===== config.mk =====
export PLATFORM = sky130hd
export DESIGN_NAME = mitch_prod_accum_flat
export DESIGN_NICKNAME = d
export VERILOG_FILES = /design/src/rtl/mitch_prod_accum_if.sv /design/src/rtl/mitch_prod_accum.sv /design/src/flat_wrapper.sv
export SDC_FILE = /design/constraint.sdc
export NUM_CORES = 1
export LEC_CHECK = 0
export ABC_CLOCK_PERIOD_IN_PS = 8119
export CORE_ASPECT_RATIO = 1.5
export CORE_MARGIN = 8
export CORE_UTILIZATION = 55
export DETAILED_ROUTE_END_ITERATION = 8
export PLACE_DENSITY = 0.81
export SETUP_SLACK_MARGIN = 0.2
export SYNTH_ARGS = -nofsm -noshare
export SYNTH_HDL_FRONTEND = slang
export SYNTH_SLANG_ARGS = --single-unit

===== constraint.sdc =====
create_clock -name clk -period 8.12 [get_ports clk]
set_clock_uncertainty 0.05 [all_clocks]
set_input_delay 2.436 -clock clk [delete_from_list [all_inputs] [get_ports clk]]
set_output_delay 2.436 -clock clk [all_outputs]
set_load 0.005 [all_outputs]

===== src/rtl/mitch_prod_accum_if.sv =====
// mitch_prod_accum_if: product stream in (p_in/p_valid/p_last/p_ready) and frame result out (acc_out/acc_cnt/acc_sat/acc_valid/acc_ready); slave is the accumulator, master is the producer/consumer
interface mitch_prod_accum_if #(
  parameter int P_W   = 32,
  parameter int ACC_W = 40,
  parameter int LEN   = 16
);
  localparam int CNT_W = $clog2(LEN + 1);
  logic [P_W-1:0]   p_in;
  logic             p_valid;
  logic             p_last;
  logic             p_ready;
  logic [ACC_W-1:0] acc_out;
  logic [CNT_W-1:0] acc_cnt;
  logic             acc_sat;
  logic             acc_valid;
  logic             acc_ready;
  modport slave (
    input  p_in, p_valid, p_last, acc_ready,
    output p_ready, acc_out, acc_cnt, acc_sat, acc_valid
  );
  modport master (
    output p_in, p_valid, p_last, acc_ready,
    input  p_ready, acc_out, acc_cnt, acc_sat, acc_valid
  );
endinterface


===== src/rtl/mitch_prod_accum.sv =====
// mitch_prod_accum: saturating frame accumulator of multiplier products; clk/rst plus bus (slave) carrying the product stream in and the frame result out
module mitch_prod_accum #(
  parameter int P_W   = 32,
  parameter int ACC_W = 40,
  parameter int LEN   = 16
) (
  input logic               clk,
  input logic               rst,
  mitch_prod_accum_if.slave bus
);
  localparam int CNT_W = $clog2(LEN + 1);
  typedef enum logic {ACC, HOLD} state_t;
  state_t           state, state_nxt;
  logic [ACC_W-1:0] sum, sum_nxt, acc_out;
  logic [CNT_W-1:0] cnt, cnt_nxt, acc_cnt;
  logic             sat, sat_nxt, acc_sat, accept, close, take;
  logic [ACC_W:0]   sum_ext;
  assign sum_ext = {1'b0, sum} + (ACC_W + 1)'(bus.p_in);
  always_comb begin
    accept    = state == ACC && bus.p_valid;
    take      = state == HOLD && bus.acc_ready;
    sum_nxt   = sum_ext[ACC_W] ? '1 : sum_ext[ACC_W-1:0];
    sat_nxt   = sat | sum_ext[ACC_W];
    cnt_nxt   = cnt + 1'b1;
    close     = accept && (bus.p_last || cnt_nxt == CNT_W'(LEN));
    state_nxt = close ? HOLD : take ? ACC : state;
  end
  always_ff @(posedge clk) begin
    if (rst) begin
      state   <= ACC;
      sum     <= '0;
      cnt     <= '0;
      sat     <= 1'b0;
      acc_out <= '0;
      acc_cnt <= '0;
      acc_sat <= 1'b0;
    end else begin
      state <= state_nxt;
      if (accept) begin
        sum <= sum_nxt;
        cnt <= cnt_nxt;
        sat <= sat_nxt;
      end
      if (close) begin
        acc_out <= sum_nxt;
        acc_cnt <= cnt_nxt;
        acc_sat <= sat_nxt;
      end
      if (take) begin
        sum <= '0;
        cnt <= '0;
        sat <= 1'b0;
      end
    end
  end
  assign bus.p_ready   = state == ACC;
  assign bus.acc_valid = state == HOLD;
  assign bus.acc_out   = acc_out;
  assign bus.acc_cnt   = acc_cnt;
  assign bus.acc_sat   = acc_sat;
endmodule


===== src/flat_wrapper.sv =====
// flat-port wrapper written by rule: the top's interface ports become plain ports
module mitch_prod_accum_flat 
#(
  parameter int P_W   = 32,
  parameter int ACC_W = 40,
  parameter int LEN   = 16
)
  (clk, rst, bus_p_in, bus_p_valid, bus_p_last, bus_acc_ready, bus_p_ready, bus_acc_out, bus_acc_cnt, bus_acc_sat, bus_acc_valid);
  mitch_prod_accum_if #(.P_W(P_W), .ACC_W(ACC_W), .LEN(LEN)) bus_i ();
  input logic clk;
  input logic rst;
  input wire logic [$bits(bus_i.p_in)-1:0] bus_p_in;
  input wire logic [$bits(bus_i.p_valid)-1:0] bus_p_valid;
  input wire logic [$bits(bus_i.p_last)-1:0] bus_p_last;
  input wire logic [$bits(bus_i.acc_ready)-1:0] bus_acc_ready;
  output wire logic [$bits(bus_i.p_ready)-1:0] bus_p_ready;
  output wire logic [$bits(bus_i.acc_out)-1:0] bus_acc_out;
  output wire logic [$bits(bus_i.acc_cnt)-1:0] bus_acc_cnt;
  output wire logic [$bits(bus_i.acc_sat)-1:0] bus_acc_sat;
  output wire logic [$bits(bus_i.acc_valid)-1:0] bus_acc_valid;
  assign bus_i.p_in = bus_p_in;
  assign bus_i.p_valid = bus_p_valid;
  assign bus_i.p_last = bus_p_last;
  assign bus_i.acc_ready = bus_acc_ready;
  assign bus_p_ready = bus_i.p_ready;
  assign bus_acc_out = bus_i.acc_out;
  assign bus_acc_cnt = bus_i.acc_cnt;
  assign bus_acc_sat = bus_i.acc_sat;
  assign bus_acc_valid = bus_i.acc_valid;
  mitch_prod_accum #(.P_W(P_W), .ACC_W(ACC_W), .LEN(LEN)) u_core (.clk(clk), .rst(rst), .bus(bus_i));
endmodule

==> metrics, run 1 <==
status finished, final reports clean; Placer Congestion about 0.93; setup bufs post-CTS 0; EDFF count, synth 0; Mapped Area approximately 5400 µm²; Nets 787; Routed WL 14.8 mm; Starting Density between 50% and 60%; Slew @ Worst Pin ~1000 ps; Synth Instances between 600 and 700; final design utilization between 60 and 70%; syn_area_per_cell just over 8 µm²; most used flip-flop cell after synthesis dfxtp_1; pwr dens between 200 and 250 nW/µm²; crit path DAT about 5700 ps; synth warn 0; IO buf count 84; largest delay contributor family on the critical path compound AO/OA/AOI/OAI gates; Congestion Overflow GR 0; All-Layer GR Usage between 20% and 30%; Hold WC Path Type reg2reg; Clock transition at path regs around 80 ps; Worst slew margin a little over a third; Static Leak 2.56 nW; CTS root buf clkbuf_16; hold_buf cts 0; Seq/Total Area, Yosys approximately 34%; hpwl dp ~11 mm; Vert. Die Dim 137 µm; total power between 0.001 and 0.0015 W; Rows 44; post-route ant nets 0; Worst Setup Start Kind primary input; Vias approximately 5200; slowest stage cell, crit path fa_1; Post-Layout Cell Count approximately 840; final setup violation count 0; Detailed Routing Iterations Pass 1 4; crit path kind in2reg; Area growth, synth to finish 21.0%; Die W about 97 µm; vias in the first global route 5296; Comb power frac roughly 30%; Post-Syn Nets between 700 and 800; setup TNS 0 ps; layout cells sized above 1 under 10%; switching part of the total between 30% and 40%; fmax about 0.18 GHz; initial antenna violation count 0; CP Max Fanout 28; Slew Viols, Final 0; die area around 13000 µm²; first-pass GRT wire length 24.8 mm; Clock Path Buffers 2; CTS Buf Count 9; Tcrit/Tclk final roughly 70%; IO Pins 85; drt drc 0; H-tree levels 3; CTS tree built; # clock sinks 93; WP buf/inv 2; Peak supply drop 0.148 mV; Hold Violations, Final 0; P_int just over 0.0009 W; via/cell ratio around 6.2; pin count of the biggest net entering global routing 78; NetSw about 0.00046 W; min cycle time layout about 5600 ps; Iter 0 DRT Violations roughly 310; FF+latch count, synth 93; total core area around 9600 µm²; post-synthesis cell type count 71; worst skew pair latency 350 ps; PostCTS Resize Cnt 0; critical path required time about 8300 ps; RSZ-0062 raised after global routing false; Crit. End Element flop; Max-Cap Viols 0; # diodes 0; Async SR Flop Fraction 0%; wire length per cell 17.8 µm; Sequential Power Share 37.8%; Crit path largest cell delay 410 ps; placed cells roughly 800; clock share of power between 30% and 40%; crit path cell chain clkdlybuf4s50_1 > ha_1 > fa_1 > a21oi_1 > nand4b_1 > a21boi_2 > a211oi_2 > o31ai_4 > a31oi_4 > o21ai_2 > buf_4 > nor4b_1 > a211oi_1
==> power groups by stage <==
stage / logic [W] / clock network [W] / registers, W
finish: 0.000402 / 0.000450 / 0.000517
global placement: 0.000385 / 0 / 0.000526
global route: 0.000445 / 0.000473 / 0.000522
detailed placement: 0.000395 / 0 / 0.000527
floorplan: 0.000275 / 0 / 0.000522
CTS: 0.000400 / 0.000453 / 0.000517
==> cell usage after synthesis, types with 2 or more instances <==
library cell  instances  area, µm²
nor4_1                6       37.5
nor4b_1               2       17.5
buf_6                 2       22.5
a31oi_1               8       50.1
o31ai_4               2       42.5
or3_1                 3       18.8
nand2_1              24       90.1
nand3b_1              3       22.5
o21bai_1              6       45.0
nand3_1              11       55.1
and3_1                6       37.5
nor2b_1               4       25.0
clkbuf_1             35        131
a31o_2                2       17.5
dfxtp_1              93       1860
o21ai_0              55        275
and2_1                5       31.3
a311oi_1              2       17.5
nor2_1              104        390
xor2_1               13        114
inv_1                13       48.8
nand2b_1              3       18.8
o31a_1                2       17.5
o211ai_1              2       15.0
and3_4                2       22.5
buf_4                 5       37.5
a211o_1               3       26.3
a41oi_1               2       17.5
a211oi_1             42        315
a21o_1               17        128
nand4_1              10       62.6
xnor2_1              21        184
a221oi_1              3       26.3
ha_1                 34        425
o21ai_1               2       10.0
and4_1                2       17.5
o221ai_1              2       17.5
o21a_1                5       37.5
nor3_1               15       75.1
a21oi_1              58        290
==> metrics by stage <==
| step | hold slack [ps] | setup slack [ps] | cell area [µm²] |
|---|---|---|---|
| after CTS | 431 | 2580 | 6540 |
| final | 430 | 2560 | 6540 |
| after floorplan | 388 | 3080 | 5410 |
| after detailed placement | 418 | 2220 | 6230 |
| after global routing | 469 | 2260 | 6540 |
| after global placement | 400 | 2300 | 6230 |
==> placed cells by master (no fill, tap or decap), types with 8 or more instances in the layout <==
cell and n:
dfxtp_1 93, clkdlybuf4s50_1 83, nand2_1 24, nor2_1 104, xnor2_1 21, inv_1 13
nand3_1 11, xor2_1 13, a211oi_1 42, nor3_1 15, a21oi_1 58, o21ai_0 55
a21o_1 17, clkbuf_16 9, a31oi_1 8, nand4_1 10, ha_1 34
==> worst min-delay path: cells and delay by family, from the launching register on <==
| family | cells | cell delay (ps) |
|---|---|---|
| AOI/OAI and AO/OA | 1 | 60 |
| DFF | 1 | 320 |
| and+or+nand+nor | 1 | 50 |
==> registers in the layout, summed over array words and instances (netlist names) <==
register / flops
u_core.sum: 40
u_core.bus.acc_sat: 1
u_core.cnt: 5
u_core.sat: 1
u_core.bus.acc_out: 40
u_core.bus.acc_valid: 1
u_core.bus.acc_cnt: 5
==> path summary, 6_finish.rpt <==
path                            depth (start not counted)  slack, ps               endpoint             startpoint
worst max-delay path                                   13       2560         u_core.sum[35]            bus_p_in[0]
worst min-delay path                                    2        430  u_core.bus.acc_cnt[1]  u_core.bus.acc_cnt[1]
worst max register to register                         12       4760         u_core.sum[35]          u_core.sum[0]
worst min register to register                          2        430  u_core.bus.acc_cnt[1]  u_core.bus.acc_cnt[1]
==> metal layers <==
layer | GRT usage (%) | part of all wire [%] | vias to the layer above | wire length [µm]
li1 | - | - | 2514 | -
met1 | 23.5 | 40 | 2454 | 5940
met2 | 40.0 | 51 | 167 | 7520
met3 | 5.32 | 5.6 | 46 | 823
met4 | 12.5 | 3.7 | 0 | 543
met5 | 0 | 0 | - | 0
==> final cells by class <==
cell class              count  area (µm²)
clock inverters             7        87.6
repair buffers             89         873
multi-input cells         509        3300
inverters                  13        48.8
fillers                   797        3090
flip-flops and latches     93        1860
clock buffers               9         225
well taps                 115         144
==> cell families (layout without fill, tap and decap cells) <==
| family | Yosys count | in the layout | synth area share (%) |
|---|---|---|---|
| compound gates | 232 | 232 | 28.7 |
| simple gates | 207 | 207 | 18.2 |
| flops | 93 | 93 | 34.4 |
| buf+inv | 58 | 118 | 4.70 |
| fa+ha+maj | 35 | 35 | 8.24 |
| xor+xnor | 34 | 34 | 5.51 |
| mux | 1 | 1 | 0.185 |
No activity file was read; power rests on OpenSTA's default activity.
==> run 2: changes to the inputs <==
--- a/config.mk
+++ b/config.mk
@@ -5,12 +5,12 @@
 export SDC_FILE = /design/constraint.sdc
 export NUM_CORES = 1
 export LEC_CHECK = 0
-export ABC_CLOCK_PERIOD_IN_PS = 8119
+export ABC_CLOCK_PERIOD_IN_PS = 5600
 export CORE_ASPECT_RATIO = 1.5
 export CORE_MARGIN = 8
-export CORE_UTILIZATION = 55
+export CORE_UTILIZATION = 54
 export DETAILED_ROUTE_END_ITERATION = 8
-export PLACE_DENSITY = 0.81
+export PLACE_DENSITY = 0.8
 export SETUP_SLACK_MARGIN = 0.2
 export SYNTH_ARGS = -nofsm -noshare
 export SYNTH_HDL_FRONTEND = slang
==> constraint.sdc (replaced) <==
create_clock -name clk -period 5.6 [get_ports clk]
set_clock_uncertainty 0.05 [all_clocks]
set_input_delay 1.68 -clock clk [delete_from_list [all_inputs] [get_ports clk]]
set_output_delay 1.68 -clock clk [all_outputs]
set_load 0.005 [all_outputs]
==> run 2 against run 1 <==
Routed wire length rose by 4.1%. Clock power rose by 30%. Critical path depth did not move. Via count fell by 0.98%. Register-to-register slack got worse by 2800 ps. Clock-buffer cell count rose by 1. Die area rose by 1.6%. Design area fell by 0.38%. Combinational power rose by 46%. Total power rose by 40%. Non-clock buffer count rose by 1. Largest cell class unchanged.
==> metrics, run 2 (synthesis results as in run 1) <==
status finished, final reports clean (unchanged); WP buf/inv 2 (unchanged); reg2reg start u_core.sum[0] (unchanged); Area growth, synth to finish 20.5% (was 21.0%); Placer Congestion 0.933 (was 0.927); setup bufs post-CTS 0 (unchanged); setup TNS 0 ps (unchanged); final hold slack 416 ps (was 430 ps); hpwl dp 11.1 mm (was 10.5 mm); Routed WL 15.4 mm (was 14.8 mm); vias in the first global route 5056 (was 5296); Starting Density 55.5% (was 56.1%); Hold Violations, Final 0 (unchanged); PostCTS Resize Cnt 0 (unchanged); hold path start u_core.bus.acc_cnt[1] (unchanged); Worst slew margin 48.3% (was 35.2%); Final WS setup 505 ps (was 2560 ps); fmax approximately 0.2 GHz; Vias 5130 (was 5181); Nets 788 (was 787); RSZ-0062 raised after global routing false (unchanged); Static Leak 2.55 nW (was 2.56 nW); crit path kind in2reg (unchanged); die area 13500 µm² (was 13300 µm²); Die W 97.7 µm (was 97.0 µm); IO Pins 85 (unchanged); Slew Viols, Final 0 (unchanged); # clock sinks 93 (unchanged); final design utilization 66.9% (was 67.9%); crit path DAT 5290 ps (was 5740 ps); NetSw 0.000649 W (was 0.000456 W); commonest non-fill, non-tap cells in the layout nor2_1, dfxtp_1, clkdlybuf4s50_1 (unchanged); Vert. Die Dim 139 µm (was 137 µm); Crit path largest cell delay 670 ps (was 410 ps); drt drc 0 (unchanged); Worst Setup Start Kind primary input (unchanged); Comb power frac 30.5% (was 29.4%); H-tree levels 3 (unchanged); first-pass GRT wire length 25.2 mm (was 24.8 mm); P_int 0.00127 W (was 0.000913 W); pre-CTS WS 299 ps (was 2220 ps); initial antenna violation count 0 (unchanged); final setup violation count 0 (unchanged); largest delay contributor family on the critical path compound AO/OA/AOI/OAI gates (unchanged); Rows 44 (unchanged); Detailed Routing Iterations Pass 1 4 (unchanged); Congestion Overflow GR 0 (unchanged); clock share of power 30.3% (was 32.9%); Tcrit/Tclk final approximately nine tenths; Clock Path Buffers 2 (unchanged); largest registers u_core.bus.acc_out: 40 flops, u_core.sum: 40 flops (unchanged); pin count of the biggest net entering global routing 77 (was 78); via/cell ratio 6.14 (was 6.20); CP Max Fanout 16 (was 28); post-route ant nets 0 (unchanged); CTS tree built (unchanged); Iter 0 DRT Violations 204 (was 313); CP startpoint bus_p_in[0] (unchanged); Peak supply drop 0.191 mV (was 0.148 mV); Clock transition at path regs 70 ps (was 80 ps); pwr dens 295 nW/µm² (was 209 nW/µm²); area of the multi-input gates 3300 µm² (unchanged); crit path cell chain clkdlybuf4s50_1 > ha_1 > fa_1 > a21oi_1 > nand4b_1 > a21boi_2 > a211oi_2 > o31ai_4 > a31oi_4 > o21ai_2 > buf_4 > nor2_1 > a211oi_1 (was clkdlybuf4s50_1 > ha_1 > fa_1 > a21oi_1 > nand4b_1 > a21boi_2 > a211oi_2 > o31ai_4 > a31oi_4 > o21ai_2 > buf_4 > nor4b_1 > a211oi_1); IO buf count 84 (unchanged); wire length per cell 18.5 µm (was 17.8 µm); worst skew pair latency 350 ps (about the same); switching part of the total 33.7% (was 33.3%); total core area 9740 µm² (was 9630 µm²); CTS Buf Count 9 (unchanged); commonest non-fill, non-tap cell in the layout nor2_1 (unchanged); All-Layer GR Usage 22.5% (was 22.3%); slowest stage cell, crit path o21ai_2 (was fa_1); layout cells sized above 1 5.69% (was 5.83%); min cycle time layout approximately 5100 ps; FILL cells 836 (was 797); Reg area 1860 µm² (unchanged); CTS root buf clkbuf_16 (unchanged); Hold WC Path Type reg2reg (unchanged); critical path required time 5790 ps (was 8290 ps); Max-Cap Viols 0 (unchanged); Sequential Power Share 39.2% (was 37.8%); # diodes 0 (unchanged); Crit. End Element flop (unchanged); hold_buf cts 0 (unchanged); Slew @ Worst Pin 775 ps (was 972 ps)
[run 2: worst min-delay path, cell delays in order (launching register included)]
cell and delay [ps]:
dfxtp_1 310, nand2_1 50, a21oi_1 60
[run 2: area by class of cell]
cell class / count / area share [%]
multi-input combinational: 509 / 50.6
sequential: 93 / 28.6
timing repair buffer: 90 / 13.6
clock buffer: 10 / 3.51
tap: 115 / 2.21
inverter: 13 / 0.749
clock inverter: 6 / 0.711
[run 2: metal layers]
metal	GRT usage (%)	vias up	wire length (µm)
met3	5.13	35	797
li1	-	2515	-
met2	41.2	158	7980
met1	23.8	2422	6190
met4	9.57	0	456
met5	0	-	0
[run 2: worst paths after layout]
kind | endpoint | slack [ps] | cells after the start
setup / recovery | u_core.bus.acc_out[21] | 500 | 13
setup reg to reg | u_core.bus.acc_out[21] | 1960 | 12
hold / removal | u_core.bus.acc_cnt[1] | 420 | 2
hold reg to reg | u_core.bus.acc_cnt[1] | 420 | 2
[run 2: power groups by stage]
stage | registers, W | clock network [W] | logic, W
2_1_floorplan | 0.000757 | 0 | 0.000398
3_3_place_gp | 0.000764 | 0 | 0.000567
3_5_place_dp | 0.000766 | 0 | 0.000576
4_1_cts | 0.000752 | 0.000590 | 0.000583
5_1_grt | 0.000758 | 0.000613 | 0.000645
6_report | 0.000753 | 0.000583 | 0.000586
[run 2: metrics by stage]
| stage | area (µm²) | instances | total power (W) |
|---|---|---|---|
| CTS | 6520 | 836 | 0.00192 |
| floorplan | 5410 | 660 | 0.00116 |
| detailed placement | 6240 | 820 | 0.00134 |
| global route | 6520 | 836 | 0.00202 |
| finish | 6520 | 836 | 0.00192 |
| global placement | 6240 | 820 | 0.00133 |
